===== src/rtl/seg_scan_pkg.sv =====
// Shared definitions for the seven-segment scan decoder: segment codes, FSM states, digit count.
// Pure declarations; no logic.
package seg_scan_pkg;

  localparam int NUM_DIGITS = 8;

  // Active-low cathode patterns, bit 0 = segment a ... bit 6 = segment g
  localparam logic [6:0] SEG_0     = 7'h40;
  localparam logic [6:0] SEG_1     = 7'h79;
  localparam logic [6:0] SEG_2     = 7'h24;
  localparam logic [6:0] SEG_3     = 7'h30;
  localparam logic [6:0] SEG_4     = 7'h19;
  localparam logic [6:0] SEG_5     = 7'h12;
  localparam logic [6:0] SEG_6     = 7'h02;
  localparam logic [6:0] SEG_7     = 7'h78;
  localparam logic [6:0] SEG_8     = 7'h00;
  localparam logic [6:0] SEG_9     = 7'h10;
  localparam logic [6:0] SEG_BLANK = 7'h7F;

  typedef enum logic [1:0] {
    WAIT   = 2'd0,
    SETTLE = 2'd1,
    HOLD   = 2'd2
  } state_t;

endpackage


===== src/rtl/seg_scan_decoder_seg7.sv =====
// Combinational cathode-pattern to BCD decode; zero latency, no flow control.
// With SEG_BLANK_AS_ZERO_EN defined, an all-off pattern decodes as a legal 0.
module seg7_to_bcd
  import seg_scan_pkg::*;
(
  input  logic [6:0] cat,
  output logic [3:0] digit,
  output logic       legal
);

  always_comb begin
    digit = 4'd0;
    legal = 1'b1;
    case (cat)
      SEG_0:     digit = 4'd0;
      SEG_1:     digit = 4'd1;
      SEG_2:     digit = 4'd2;
      SEG_3:     digit = 4'd3;
      SEG_4:     digit = 4'd4;
      SEG_5:     digit = 4'd5;
      SEG_6:     digit = 4'd6;
      SEG_7:     digit = 4'd7;
      SEG_8:     digit = 4'd8;
      SEG_9:     digit = 4'd9;
`ifdef SEG_BLANK_AS_ZERO_EN
      SEG_BLANK: digit = 4'd0;
`endif
      default:   legal = 1'b0;
    endcase
  end

endmodule


===== src/rtl/seg_scan_decoder.sv =====
// Rebuilds the 8-digit BCD value from a scanned AN/CAT display; capture 1+SETTLE_CYCLES cycles after a pin change.
// Free-running receiver with no backpressure; blank-as-zero decode selected by SEG_BLANK_AS_ZERO_EN.
module seg_scan_decoder
  import seg_scan_pkg::*;
#(
  parameter int SETTLE_CYCLES = 16,
  parameter int CNT_W         = 16
) (
  input  logic        clk,
  input  logic        clr,
  input  logic [7:0]  AN,
  input  logic [6:0]  CAT,
  output logic [31:0] bcd_q,
  output logic [7:0]  digit_valid,
  output logic        frame_done,
  output logic        seg_err,
  output logic        an_err
);

  localparam logic [CNT_W-1:0] SETTLE_VAL = CNT_W'(SETTLE_CYCLES);

  logic [7:0]       r_an;
  logic [7:0]       r_an_prev;
  logic [6:0]       r_cat;
  state_t           r_state;
  logic [CNT_W-1:0] r_cnt;
  logic [7:0]       r_seen;
  logic [31:0]      r_bcd;
  logic [7:0]       r_valid;
  logic             r_frame_done;
  logic             r_seg_err;
  logic             r_an_err;

  logic [7:0]       w_an_low;
  logic             w_onehot;
  logic             w_multi;
  logic             w_changed;
  logic [2:0]       w_idx;
  logic [3:0]       w_digit;
  logic             w_legal;
  state_t           w_state_nxt;
  logic [CNT_W-1:0] w_cnt_nxt;
  logic             w_capture;
  logic [7:0]       w_seen_cap;
  logic             w_frame;

  assign w_an_low  = ~r_an;
  assign w_onehot  = $onehot(w_an_low);
  assign w_multi   = (w_an_low != '0) && !w_onehot;
  assign w_changed = (r_an != r_an_prev);

  always_comb begin
    w_idx = 3'd0;
    for (int i = 0; i < NUM_DIGITS; i++) begin
      if (w_an_low[i]) w_idx = 3'(i);
    end
  end

  seg7_to_bcd u_seg7 (
    .cat   (r_cat),
    .digit (w_digit),
    .legal (w_legal)
  );

  always_comb begin
    w_state_nxt = r_state;
    w_cnt_nxt   = r_cnt;
    w_capture   = 1'b0;
    case (r_state)
      WAIT: begin
        if (w_onehot) begin
          w_state_nxt = SETTLE;
          w_cnt_nxt   = CNT_W'(1);
        end
      end
      SETTLE: begin
        if (!w_changed) begin
          w_cnt_nxt = r_cnt + 1'b1;
        end else if (w_onehot) begin
          w_cnt_nxt = CNT_W'(1);
        end else begin
          w_state_nxt = WAIT;
          w_cnt_nxt   = '0;
        end
      end
      HOLD: begin
        if (w_changed) begin
          w_state_nxt = w_onehot ? SETTLE : WAIT;
          w_cnt_nxt   = w_onehot ? CNT_W'(1) : '0;
        end
      end
      default: begin
        w_state_nxt = WAIT;
        w_cnt_nxt   = '0;
      end
    endcase
    // Reaching the settle count captures in the same cycle, so SETTLE_CYCLES=1 captures on first sight
    if (w_state_nxt == SETTLE && w_cnt_nxt == SETTLE_VAL) begin
      w_capture   = 1'b1;
      w_state_nxt = HOLD;
    end
  end

  assign w_seen_cap = r_seen | w_an_low;
  assign w_frame    = w_capture && (w_seen_cap == 8'hFF);

  always_ff @(posedge clk) begin
    if (clr) begin
      r_an         <= 8'hFF;
      r_an_prev    <= 8'hFF;
      r_cat        <= SEG_BLANK;
      r_state      <= WAIT;
      r_cnt        <= '0;
      r_seen       <= '0;
      r_bcd        <= '0;
      r_valid      <= '0;
      r_frame_done <= 1'b0;
      r_seg_err    <= 1'b0;
      r_an_err     <= 1'b0;
    end else begin
      r_an         <= AN;
      r_an_prev    <= r_an;
      r_cat        <= CAT;
      r_state      <= w_state_nxt;
      r_cnt        <= w_cnt_nxt;
      r_frame_done <= w_frame;
      if (w_multi) r_an_err <= 1'b1;
      if (w_capture) begin
        // Completing capture opens the next frame immediately
        r_seen <= w_frame ? 8'h00 : w_seen_cap;
        if (w_legal) begin
          r_bcd[{w_idx, 2'b00} +: 4] <= w_digit;
          r_valid[w_idx]             <= 1'b1;
        end else begin
          r_valid[w_idx] <= 1'b0;
          r_seg_err      <= 1'b1;
        end
      end
    end
  end

  assign bcd_q       = r_bcd;
  assign digit_valid = r_valid;
  assign frame_done  = r_frame_done;
  assign seg_err     = r_seg_err;
  assign an_err      = r_an_err;

endmodule

===== config.mk =====
export PLATFORM = sky130hd
export DESIGN_NAME = seg_scan_decoder
export DESIGN_NICKNAME = d
export VERILOG_FILES = /design/src/rtl/seg_scan_pkg.sv /design/src/rtl/seg_scan_decoder_seg7.sv /design/src/rtl/seg_scan_decoder.sv
export SDC_FILE = /design/constraint.sdc
export NUM_CORES = 1
export LEC_CHECK = 0
export BUFFER_PORTS_ARGS = -buffer_cell sky130_fd_sc_hd__buf_2
export CORE_MARGIN = 2
export CORE_UTILIZATION = 45
export DETAILED_ROUTE_END_ITERATION = 10
export SETUP_SLACK_MARGIN = 0.5
export SYNTH_ARGS = -nofsm -noshare
export SYNTH_HDL_FRONTEND = slang
export SYNTH_SLANG_ARGS = --single-unit

===== constraint.sdc =====
create_clock -name clk -period 8.05 [get_ports clk]
set_clock_uncertainty 0.05 [all_clocks]
set_input_delay 0.4025 -clock clk [delete_from_list [all_inputs] [get_ports clk]]
set_output_delay 0.4025 -clock clk [all_outputs]
set_load 0.03 [all_outputs]

==> out/metrics.json <==
{
  "run_status": "completed",
  "seq_area_frac_synth_pct": 37.82,
  "cts_resized": 0,
  "cts_hold_buf": 0,
  "slew_viol_final": 0,
  "grt-ovfl-total": 0,
  "postLayoutCoreUtil_pct": 51.75,
  "report.final.hold_viol_count": 0,
  "via_total_after_detailed_routing": 4249,
  "relSlewSlack_pct": 48.22,
  "critPathMaxFanout": 8,
  "setup_slack_of_the_critical_path_after_layout_ps": 2566,
  "clock_sink_count": 92,
  "multi_input_comb_area_um2": 2804,
  "fin_crit_sh_pct": 68.12,
  "hold_class": "in -> reg",
  "final_cell_mix": "92 x sky130_fd_sc_hd__dfxtp_1, 59 x sky130_fd_sc_hd__buf_2, 38 x sky130_fd_sc_hd__nor2_1",
  "flow.area_growth_from_synthesis_pct": 10.69,
  "critPathKind": "reg -> reg",
  "antenna_violations_before_repair": 0,
  "timing.critical_path.to_type": "flip-flop",
  "synthesized_instance_count": 563,
  "worst_slew_pin_slew_ps": 766.9,
  "max_cap_viol_count": 0,
  "cts_max_path_buffers": 2,
  "max-vdd-ir-drop_mv": 0.1087,
  "count_of_flip_flops_with_a_built_in_enable_after_synthesis": 0,
  "synth-seq-cells": 92,
  "fp.dieArea_um2": 11670,
  "combined_flip_flop_and_latch_cell_area_um2": 1842,
  "leakagePower_nw": 2.244,
  "syn_nets": 591,
  "rsz0062_at_grt": "false",
  "violation_count_after_the_first_detailed_route_iteration": 206,
  "maxClockFrequency_mhz": 182.4,
  "floorplan.die.width_um": 108.0,
  "synth_xor_area_share_pct": 2.338,
  "largest_family_of_logic_cells_by_synthesized_area": "simple AND/OR/NAND/NOR gates",
  "globalplace.congestion": 0.9052,
  "wirelength_um": 12310,
  "first_pass_iters": 5,
  "yosys.cell_types.count": 70,
  "grtUsageTotal_pct": 22.02,
  "yosys_warnings": 0,
  "tritoncts": "done",
  "setup_tns_ps": 0,
  "layout.nets": 627,
  "yosys-mux-area-fraction_pct": 5.832,
  "cts_htree_levels": 3,
  "grt_max_degree": 79,
  "clkLatencyLatePin_ps": 370,
  "root_buffer": "sky130_fd_sc_hd__clkbuf_8",
  "wire_length_of_the_first_global_routing_pass_um": 20470,
  "post_synth_fa_ha_maj_area_fraction_pct": 3.443,
  "final_period_minus_worst_setup_slack_ps": 5484,
  "final_common_cell": "sky130_fd_sc_hd__dfxtp_1",
  "fp-row-count": 37,
  "drt-wirelength-per-cell_um": 16.63,
  "totalPowerFinal_w": 0.001030,
  "die_h_um": 108.0,
  "drt.antenna.violating_nets": 0,
  "setup.worst_path.start_class": "flip-flop",
  "avgViaCountPerCell": 5.742,
  "synth_top_area_share_pct": 37.82,
  "yosys-top-cells-area": "sky130_fd_sc_hd__dfxtp_1 38%, sky130_fd_sc_hd__mux2i_1 5.1%, sky130_fd_sc_hd__nand2b_1 3.9%, sky130_fd_sc_hd__or2_2 3.1%, sky130_fd_sc_hd__nor2_1 2.9%",
  "top_level_ports": 60,
  "worst-endpoint-required_ps": 8260,
  "synth_simple_gate_area_share_pct": 28.73,
  "worst_setup_hold_path_clk_slew_ps": 100,
  "drive_gt1_share_pct": 18.21,
  "detailedPlacementHpwl_um": 8811,
  "setup_viol": 0,
  "synth_top_cell_by_area": "sky130_fd_sc_hd__dfxtp_1",
  "antenna_cells": 0,
  "synth_compound_gate_area_share_pct": 17.14,
  "nFillCells": 1029,
  "post-route-drc-count": 0,
  "port_buffers": 59,
  "power_density_nw_per_um2": 191.2,
  "cts_buf_count": 9,
  "initial_core_util_pct": 46.75,
  "ys_flop_type": "sky130_fd_sc_hd__dfxtp_1",
  "cts_setup_buffers": 0,
  "syn_area_per_cell_um2": 8.650,
  "pre_cts_ws_ps": 2598,
  "placeableCoreArea_um2": 10420,
  "synth-async-reset-ratio_pct": 0,
  "post_synth_instance_area_um2": 4870,
  "grt_pass1_vias": 4102,
  "timing.critical_path.arrival_ps": 5690
}
-- synth_stat cells (all sizes together), types with 3 or more instances --
master  number
nand2       36
a41oi        5
a31oi       11
fa           4
o22ai        5
clkbuf      28
or3         11
and4         9
o211ai       5
nor3        29
nand3       12
and3         4
buf          8
o21ai       10
a21o         4
nor4         4
o21a        13
a21oi       22
nor2b        9
xnor2       11
ha           7
mux2         3
o311ai       4
a21bo        3
inv         21
and2         3
mux2i       25
nand2b      30
a221oi       3
nor2        38
or2         24
dfxtp       92
a211oi       5
a311oi       8
nand4b       3
or4          4
nand4       18
-- cell families (layout without fill, tap and decap cells) --
kind of cell,Yosys count,count (layout)
muxes,28,28
DFF,92,92
and+or+nand+nor,246,246
adders and majority gates,11,11
xor gates and xnor gates,13,13
AOI/OAI and AO/OA,115,115
buffers and inverters,58,99
-- path summary, 6_finish.rpt --
kind	from	end	slack [ps]	depth (start not counted)
worst min-delay path	CAT[4]	r_cat[4]	150	2
worst min register to register	an_err	an_err	420	2
worst max-delay path	r_an[1]	bcd_q[20]	2570	15
worst max register to register	r_an[1]	bcd_q[20]	2570	15
-- flip-flops by register name, summed over array words and instances (netlist names), named ones only --
name        flops
r_an            8
bcd_q          32
r_state         2
r_seen          8
r_cat           7
seg_err         1
r_an_prev       8
an_err          1
frame_done      1
r_cnt          16
-- per-layer routing --
metal | part of all wire (%) | wire length (um) | GRT usage [%] | vias to the layer above
li1 | - | - | - | 2117
met1 | 50 | 6107 | 32.08 | 1995
met2 | 44 | 5370 | 32.93 | 124
met3 | 5.6 | 686 | 3.978 | 13
met4 | 1.2 | 144 | 7.051 | 0
met5 | 0 | 0 | 0 | -
-- where the power goes --
part | switching (W) | internal [W]
sequential | 0.0000217 | 0.000466
clock | 0.000184 | 0.000118
combinational | 0.000159 | 0.0000826
total | 0.000364 | 0.000666
-- through the flow --
step,hold WS (ps),instance area [um2],instances
global placement,396.2,5209,724
finish,154.3,5390,740
floorplan,391.0,4870,563
global route,146.4,5390,740
CTS,146.7,5390,740
detailed placement,404.8,5209,724
-- area by class of cell --
class                           count  share of cell area, %
Clock buffer                        9                  2.298
Multi-Input combinational cell    413                  52.02
Inverter                           22                  1.532
Clock inverter                      7                  1.068
Timing Repair Buffer               61                  5.757
Tap cell                          136                  3.157
Sequential cell                    92                  34.17
-- critical path, cell delays in order, from the launching register on --
cell and delay [ps]:
sky130_fd_sc_hd__dfxtp_1 480, sky130_fd_sc_hd__fa_1 450, sky130_fd_sc_hd__inv_1 80, sky130_fd_sc_hd__fa_1 420, sky130_fd_sc_hd__fa_1 490, sky130_fd_sc_hd__ha_1 160
sky130_fd_sc_hd__inv_1 60, sky130_fd_sc_hd__fa_1 380, sky130_fd_sc_hd__a211o_1 310, sky130_fd_sc_hd__a21o_1 280, sky130_fd_sc_hd__a32oi_1 400, sky130_fd_sc_hd__o21ai_0 180
sky130_fd_sc_hd__a22o_1 330, sky130_fd_sc_hd__nor4b_2 580, sky130_fd_sc_hd__and4_1 380, sky130_fd_sc_hd__mux2_1 350
Note: power is estimated with default switching activity, not from simulation.
